`config.mk`:
```
export PLATFORM = sky130hd
export DESIGN_NAME = nco_sched
export DESIGN_NICKNAME = d
export VERILOG_FILES = /design/src/rtl/nco_sched.sv
export SDC_FILE = /design/constraint.sdc
export NUM_CORES = 1
export LEC_CHECK = 0
export ABC_CLOCK_PERIOD_IN_PS = 2900
export CAP_MARGIN = 20
export CORE_MARGIN = 5
export CORE_UTILIZATION = 50
export DETAILED_ROUTE_END_ITERATION = 12
export GPL_ROUTABILITY_DRIVEN = 0
export PLACE_DENSITY = 0.9
export SETUP_SLACK_MARGIN = 0.3
export SLEW_MARGIN = 40
export SYNTH_ARGS = -nofsm -noshare
export SYNTH_HDL_FRONTEND = slang
export SYNTH_SLANG_ARGS = --single-unit
```
`constraint.sdc`:
```
create_clock -name sCLK_XVXENVS -period 2.9 [get_ports sCLK_XVXENVS]
set_clock_uncertainty 0.05 [all_clocks]
set_input_delay 0.58 -clock sCLK_XVXENVS [delete_from_list [all_inputs] [get_ports sCLK_XVXENVS]]
set_output_delay 0.58 -clock sCLK_XVXENVS [all_outputs]
set_load 0.02 [all_outputs]
```
`src/rtl/nco_sched.sv`:
```
// rtl/nco_sched.sv - phase-accumulator sequencer for the oscillator state RAM
// Sweeps every slot through a read-modify-write pipeline once per frame; applies single-slot updates between sweeps.
module nco_sched #(
  parameter int VOICES = 32,
  parameter int V_OSC  = 8,
  parameter int ADDR_W = $clog2(VOICES) + $clog2(V_OSC)
) (
  input  logic              sCLK_XVXENVS,
  input  logic              reset_reg_N,
  input  logic              frame_start,
  input  logic              upd_req,
  input  logic [ADDR_W-1:0] upd_addr,
  input  logic [23:0]       upd_inc,
  input  logic              upd_rst,
  output logic              upd_ack,
  output logic [ADDR_W-1:0] rd_addr,
  input  logic [50:0]       rd_q,
  output logic [ADDR_W-1:0] wr_addr,
  output logic [50:0]       wr_data,
  output logic              wr_en,
  output logic [25:0]       phase_out,
  output logic [ADDR_W-1:0] phase_slot,
  output logic              phase_valid,
  output logic              busy,
  output logic              overrun
);
  localparam int N = VOICES * V_OSC;
  localparam logic [ADDR_W-1:0] LAST_SLOT  = ADDR_W'(N - 1);
  localparam logic [ADDR_W-1:0] DRAIN_LAST = ADDR_W'(4);

  typedef enum logic [2:0] {S_INIT, S_IDLE, S_SWEEP, S_UPD, S_DRAIN} state_t;

  state_t            state, state_nxt;
  logic [ADDR_W-1:0] cnt, cnt_nxt;

  logic              s1_vld, s1_upd, s2_vld, s2_upd, s3_vld;
  logic [ADDR_W-1:0] s1_addr, s2_addr;
  logic [50:0]       s3_data;
  logic [23:0]       upd_inc_l;
  logic              upd_rst_l;
  logic [25:0]       sum_ph, new_ph;
  logic [50:0]       new_word;
  logic              take_upd;

  always_ff @(posedge sCLK_XVXENVS or negedge reset_reg_N) begin
    if (!reset_reg_N) begin
      state <= S_INIT;
      cnt   <= '0;
    end else begin
      state <= state_nxt;
      cnt   <= cnt_nxt;
    end
  end

  // cnt restarts at zero on every state change; it indexes INIT writes, sweep reads and DRAIN cycles
  always_comb begin
    state_nxt = state;
    case (state)
      S_INIT:  if (cnt == LAST_SLOT) state_nxt = S_DRAIN;
      S_IDLE: begin
        if (frame_start)  state_nxt = S_SWEEP;
        else if (upd_req) state_nxt = S_UPD;
      end
      S_SWEEP: if (cnt == LAST_SLOT) state_nxt = S_DRAIN;
      S_UPD:   state_nxt = S_DRAIN;
      S_DRAIN: if (cnt == DRAIN_LAST) state_nxt = S_IDLE;
      default: state_nxt = S_INIT;
    endcase
    cnt_nxt  = (state_nxt != state) ? '0 : cnt + ADDR_W'(1);
    take_upd = (state == S_IDLE) && (state_nxt == S_UPD);
  end

  always_comb begin
    sum_ph = rd_q[49:24] + {2'b00, rd_q[23:0]};
    new_ph = rd_q[50] ? '0 : sum_ph;
    if (s2_upd) new_word = {upd_rst_l | rd_q[50], rd_q[49:24], upd_inc_l};
    else        new_word = {1'b0, new_ph, rd_q[23:0]};
  end

  // rd_q for the read issued in cycle t is consumed by stage 2 in cycle t+2
  always_ff @(posedge sCLK_XVXENVS or negedge reset_reg_N) begin
    if (!reset_reg_N) begin
      busy        <= 1'b1;
      overrun     <= 1'b0;
      upd_ack     <= 1'b0;
      upd_inc_l   <= '0;
      upd_rst_l   <= 1'b0;
      rd_addr     <= '0;
      s1_vld      <= 1'b0;
      s1_upd      <= 1'b0;
      s1_addr     <= '0;
      s2_vld      <= 1'b0;
      s2_upd      <= 1'b0;
      s2_addr     <= '0;
      s3_vld      <= 1'b0;
      s3_data     <= '0;
      phase_valid <= 1'b0;
      phase_out   <= '0;
      phase_slot  <= '0;
      wr_addr     <= '0;
      wr_en       <= 1'b0;
      wr_data     <= '0;
    end else begin
      busy    <= (state_nxt != S_IDLE);
      overrun <= overrun | (frame_start & (state != S_IDLE));
      upd_ack <= take_upd;
      if (take_upd) begin
        upd_inc_l <= upd_inc;
        upd_rst_l <= upd_rst;
      end
      if (state_nxt == S_SWEEP)    rd_addr <= cnt_nxt;
      else if (state_nxt == S_UPD) rd_addr <= upd_addr;
      s1_vld  <= (state == S_SWEEP) || (state == S_UPD);
      s1_upd  <= (state == S_UPD);
      s1_addr <= rd_addr;
      s2_vld  <= s1_vld;
      s2_upd  <= s1_upd;
      s2_addr <= s1_addr;
      phase_valid <= s2_vld & ~s2_upd;
      if (s2_vld & ~s2_upd) begin
        phase_out  <= new_ph;
        phase_slot <= s2_addr;
      end
      s3_vld  <= s2_vld;
      s3_data <= new_word;
      if (state_nxt == S_INIT) wr_addr <= cnt_nxt;
      else if (s2_vld)         wr_addr <= s2_addr;
      wr_en   <= (state == S_INIT) | s3_vld;
      wr_data <= (state == S_INIT) ? '0 : s3_data;
    end
  end
endmodule

```
# Yosys cells after proc, flatten, opt, wreduce, memory -nomap -nowiden
# Index checks and enable logic that the tools add are counted.
# classes
n_addsub	2
multipliers	0
n_div	0
n_lt_le_gt_ge	0
n_eq_ne	11
n_shift	0
n_mux	13
n_bitwise	6
n_reduce_logical	7
# op_table
operator	count
$mux 51	2
$mux 8	5
$add 26x24->26	1
$mux 26	1
$eq 3x2->1 const B	4
$mux 3	4
$pmux 3 s4	1
$add 8x1->8 const B	1
$eq 8x3->1 const B	1
$eq 8x8->1 const B	1
$logic_not 3->1	2
$ne 3x1->1 const B	2
$reduce_bool 2->1	2
$eq 3x1->1 const B	1
$eq 3x3->1 const B	1
$ne 3x3->1	1
$or 1x1->1	3
$and 1x1->1	2
$reduce_or 2->1	1
$logic_and 1x1->1	1
$logic_or 1x1->1	1
$not 1->1	1
# word_totals
reg_bits	214
latchBits	0
mem_bits_rw	0
mem_bits_ro	0
in_bits	88
out_inout_bits	106
elab_cells	61
mem_count	0

# Logic depth before layout (Yosys ltp)
# depth
depth_word	6
mapped_depth	9
mapped_depth_nobuf	9

# Least setup slack after synthesis
# Ideal clock, no wire load.
# synth_timing
path_kind	input -> register
startpoint	in rd_q[0]
endpoint	reg s3_data[40]
setup_ps	121
arrival_time_ps	2358
t_required_ps	2729
path_slack_ps	371
stages	9
path_buffers	0
path_cell_list	ha_1 fa_1 a21oi_4 o221ai_4 a31oi_2 nand3b_4 o21ai_0 xor2_1 a22o_1
# synth_between
elab_chain_len	3
# synth_rtl
item	line_no	source
from (decl)	17	input logic [50:0] rd_q,
$add 26x24->26	74	sum_ph = rd_q[49:24] + {2'b00, rd_q[23:0]};
$mux 26	75	new_ph = rd_q[50] ? '0 : sum_ph;
$mux 51	76	if (s2_upd) new_word = {upd_rst_l | rd_q[50], rd_q[49:24], upd_inc_l};
named net new_word[40]	42	logic [50:0] new_word;
to (signal assigned)	125	s3_data <= new_word;
to (decl)	38	logic [50:0] s3_data;
# The timed path passes the listed nets, and every way through them passes these cells.
# A chain may end at the register's enable or synchronous reset.

# Final worst setup path
# layout_timing
startpoint	in rd_q[25]
endpoint	reg phase_out[25]
# layout_between
elab_chain_len	2
# layout_rtl
item	line_no	source
$add 26x24->26	74	
$mux 26	75	
to (signal assigned)	121	phase_out <= new_ph;
to (decl)	21	output logic [25:0] phase_out,
# Every way passes these cells.

==> reports/qor.yml <==
area.growth.synth_to_final_pct: 36.7
fmax_ghz: 0.395
p_total_uw: 6790
outcome: "complete, no violations"
htree_levels: 1
synth-seq-area-share_pct: 58.4
dieArea_sq_um: 21200
reg2reg_depth: 8
drtPass1Iterations: 5
cp_slowest_cell: "clkdlybuf4s50_1"
grt_usage_pct: 22.8
timing.slew.headroom_pct: 51.5
clkSinkCount: 214
synth-edff-count: 0
clk_pin_slew_ps: 60
initial_core_util_pct: 50.9
cts_buffers: 23
die_h_um: 145
grt_pass1_vias: 7493
crit_arrival_ps: 2860
path_cells: "clkdlybuf4s50_1 > ha_1 > a21oi_1 > nor2_2 > o211ai_1 > a211oi_2 > buf_4 > o2111ai_2 > mux2i_1 > nand2_1"
cellLeakagePower_uw: 0.00578
die_w_um: 145
nets: 1179
cp.required_ps: 3230
critPathCaptureType: "register"
synth_top_area_share_pct: 58.1
synth_area_sq_um: 9170
crit_start: "rd_q[25]"
synthTopCellsByCount: "dfrtp_1 (213), nand2_1 (141), nor2b_1 (53), nor2_1 (46), a21oi_1 (37)"
crit_path_max_incr_delay_ps: 550
grt_pass1_wl_um: 39800
synth_seq_cells: 214
drive_gt1_share_pct: 15.9
ctsLongestPathBuffers: 3
vias: 7143
timing.rr.start: "cnt[0]"
report.final.slew_viol_count: 0
setup_viol: 0
rows: 49
layout_min_cycle_time_ps: 2530
final_min_period_over_clock_period_pct: 87.3
clock_latency_ps: 490
io_pins: 194
r2r-end: "rd_addr[7]"
rsz0062_at_grt: "false"
hold_violations: 0
powerDensity_nw_per_um2: 542
ys_types: 64
r2r_slack_ps: 650
grt-busiest-layer: "met2"
totalWireLength_um: 24700
drc: 0
antenna_found_initial: 1
fin_setup_tns_ps: 0
setup.worst_path.class: "primary input to register"
synth.largest_area_cell: "dfrtp_1"
syn-num-nets: 942
gr-usage-met3_pct: 6.48
overflow: 0
dp_hpwl_um: 17500
synthCells: 827
whs_ps: 51.7
avgSynthCellArea_sq_um: 11.1
crit_path_max_fanout: 4
drt-vias-per-instance: 5.47
drt_iter0_markers: 499
core_area_sq_um: 18000
wire_per_inst_um: 18.9
synth_most_common_cell: "dfrtp_1"
synthFlopType: "dfrtp_1"
ir_drop_mv: 0.481
ant_nets: 0
cts_tree: "yes"
grt_max_degree: 100
yosys_warnings: 0
async_flop_share_pct: 100
worst_pin_slew_ps: 728
start_kind: "primary input"
drv_cap: 0
min_path_type: "primary input to async pin"
synthTopCellsByArea: "dfrtp_1 (58%), nand2_1 (5.8%), mux2_2 (4.4%)"
io_buffers: 193
use_met1_pct: 28.1
cts_root_buf: "clkbuf_16"
grt_util_met2_pct: 39.5
-- power by group --
part | switching (uW) | leakage, uW | internal (uW) | total, uW
Combinational | 423 | 0.00265 | 429 | 851
Sequential | 34.5 | 0.00278 | 3070 | 3110
Clock | 1130 | 0.000352 | 1710 | 2830
Total | 1580 | 0.00578 | 5210 | 6790
-- layout make-up --
cell class / count / area, sq um
antenna: 1 / 2.50
multi-input combinational: 552 / 3670
clock inverter: 6 / 86.3
inverter: 19 / 71.3
tap: 229 / 287
sequential: 214 / 5360
fill: 1241 / 5490
clock buffer: 32 / 639
timing repair buffer: 254 / 2420
-- sequential cells by signal (all words and copies together) (netlist names), 24 cells and up --
| signal | cells |
|---|---|
| s3_data | 51 |
| wr_data | 51 |
| phase_out | 26 |
| upd_inc_l | 24 |
-- logic make-up after synthesis --
family | count (synthesis) | synth area share, %
AND/OR/NAND/NOR | 298 | 15.1
flip-flops | 214 | 58.4
AO/OA/AOI/OAI | 156 | 12.1
buffers and inverters | 61 | 2.77
multiplexers | 43 | 5.18
XOR/XNOR | 28 | 2.67
adder cells (fa/ha/maj) | 27 | 3.76
-- stage by stage --
| step | instances | setup WS, ps | utilization, % | area, sq um |
|---|---|---|---|---|
| after global placement | 1265 | -177 | 64.8 | 11700 |
| after detailed placement | 1265 | -233 | 64.8 | 11700 |
| after global routing | 1307 | 259 | 69.6 | 12500 |
| after floorplan | 827 | 371 | - | 9170 |
| after CTS | 1305 | 279 | 69.0 | 12400 |
| final | 1307 | 369 | 69.6 | 12500 |
-- worst max path at each step --
stage | end | slack, ps
after floorplan | s3_data[40] | 370
after global placement | s3_data[40] | -180
after detailed placement | s3_data[40] | -230
after CTS | phase_out[25] | 280
after global routing | phase_out[21] | 260
final | phase_out[25] | 370
-- cell usage in the layout, fill, tap and decap left out, types with 26 or more instances in the layout --
cell type / synthesis / routed
buf_4: 2 / 59
a21oi_1: 37 / 32
clkdlybuf4s50_1: 0 / 191
dfrtp_1: 213 / 212
mux2_2: 36 / 36
nand2_1: 141 / 140
nor2_1: 46 / 44
nor2b_1: 53 / 53
o21ai_0: 27 / 26
-- what timing repair did --
action,CTS,global route
hold buffers,0,0
buffers inserted,2,1
setup endpoints to repair,7,27
gates resized for setup,3,22
pin swaps,2,7
-- routing by layer --
metal / vias to the layer above / part of all wire [%]
met3: 51 / 8.3
li1: 3299 / -
met2: 277 / 50
met1: 3516 / 39
met5: - / 0
met4: 0 / 2.7
-- worst max-delay path: cells and delay by family --
family / cells / cell delay, ps
simple gates: 2 / 170
fa+ha+maj: 1 / 260
buf+inv: 2 / 710
mux: 1 / 220
compound gates: 4 / 900
Power figures use the tool's default switching activity.
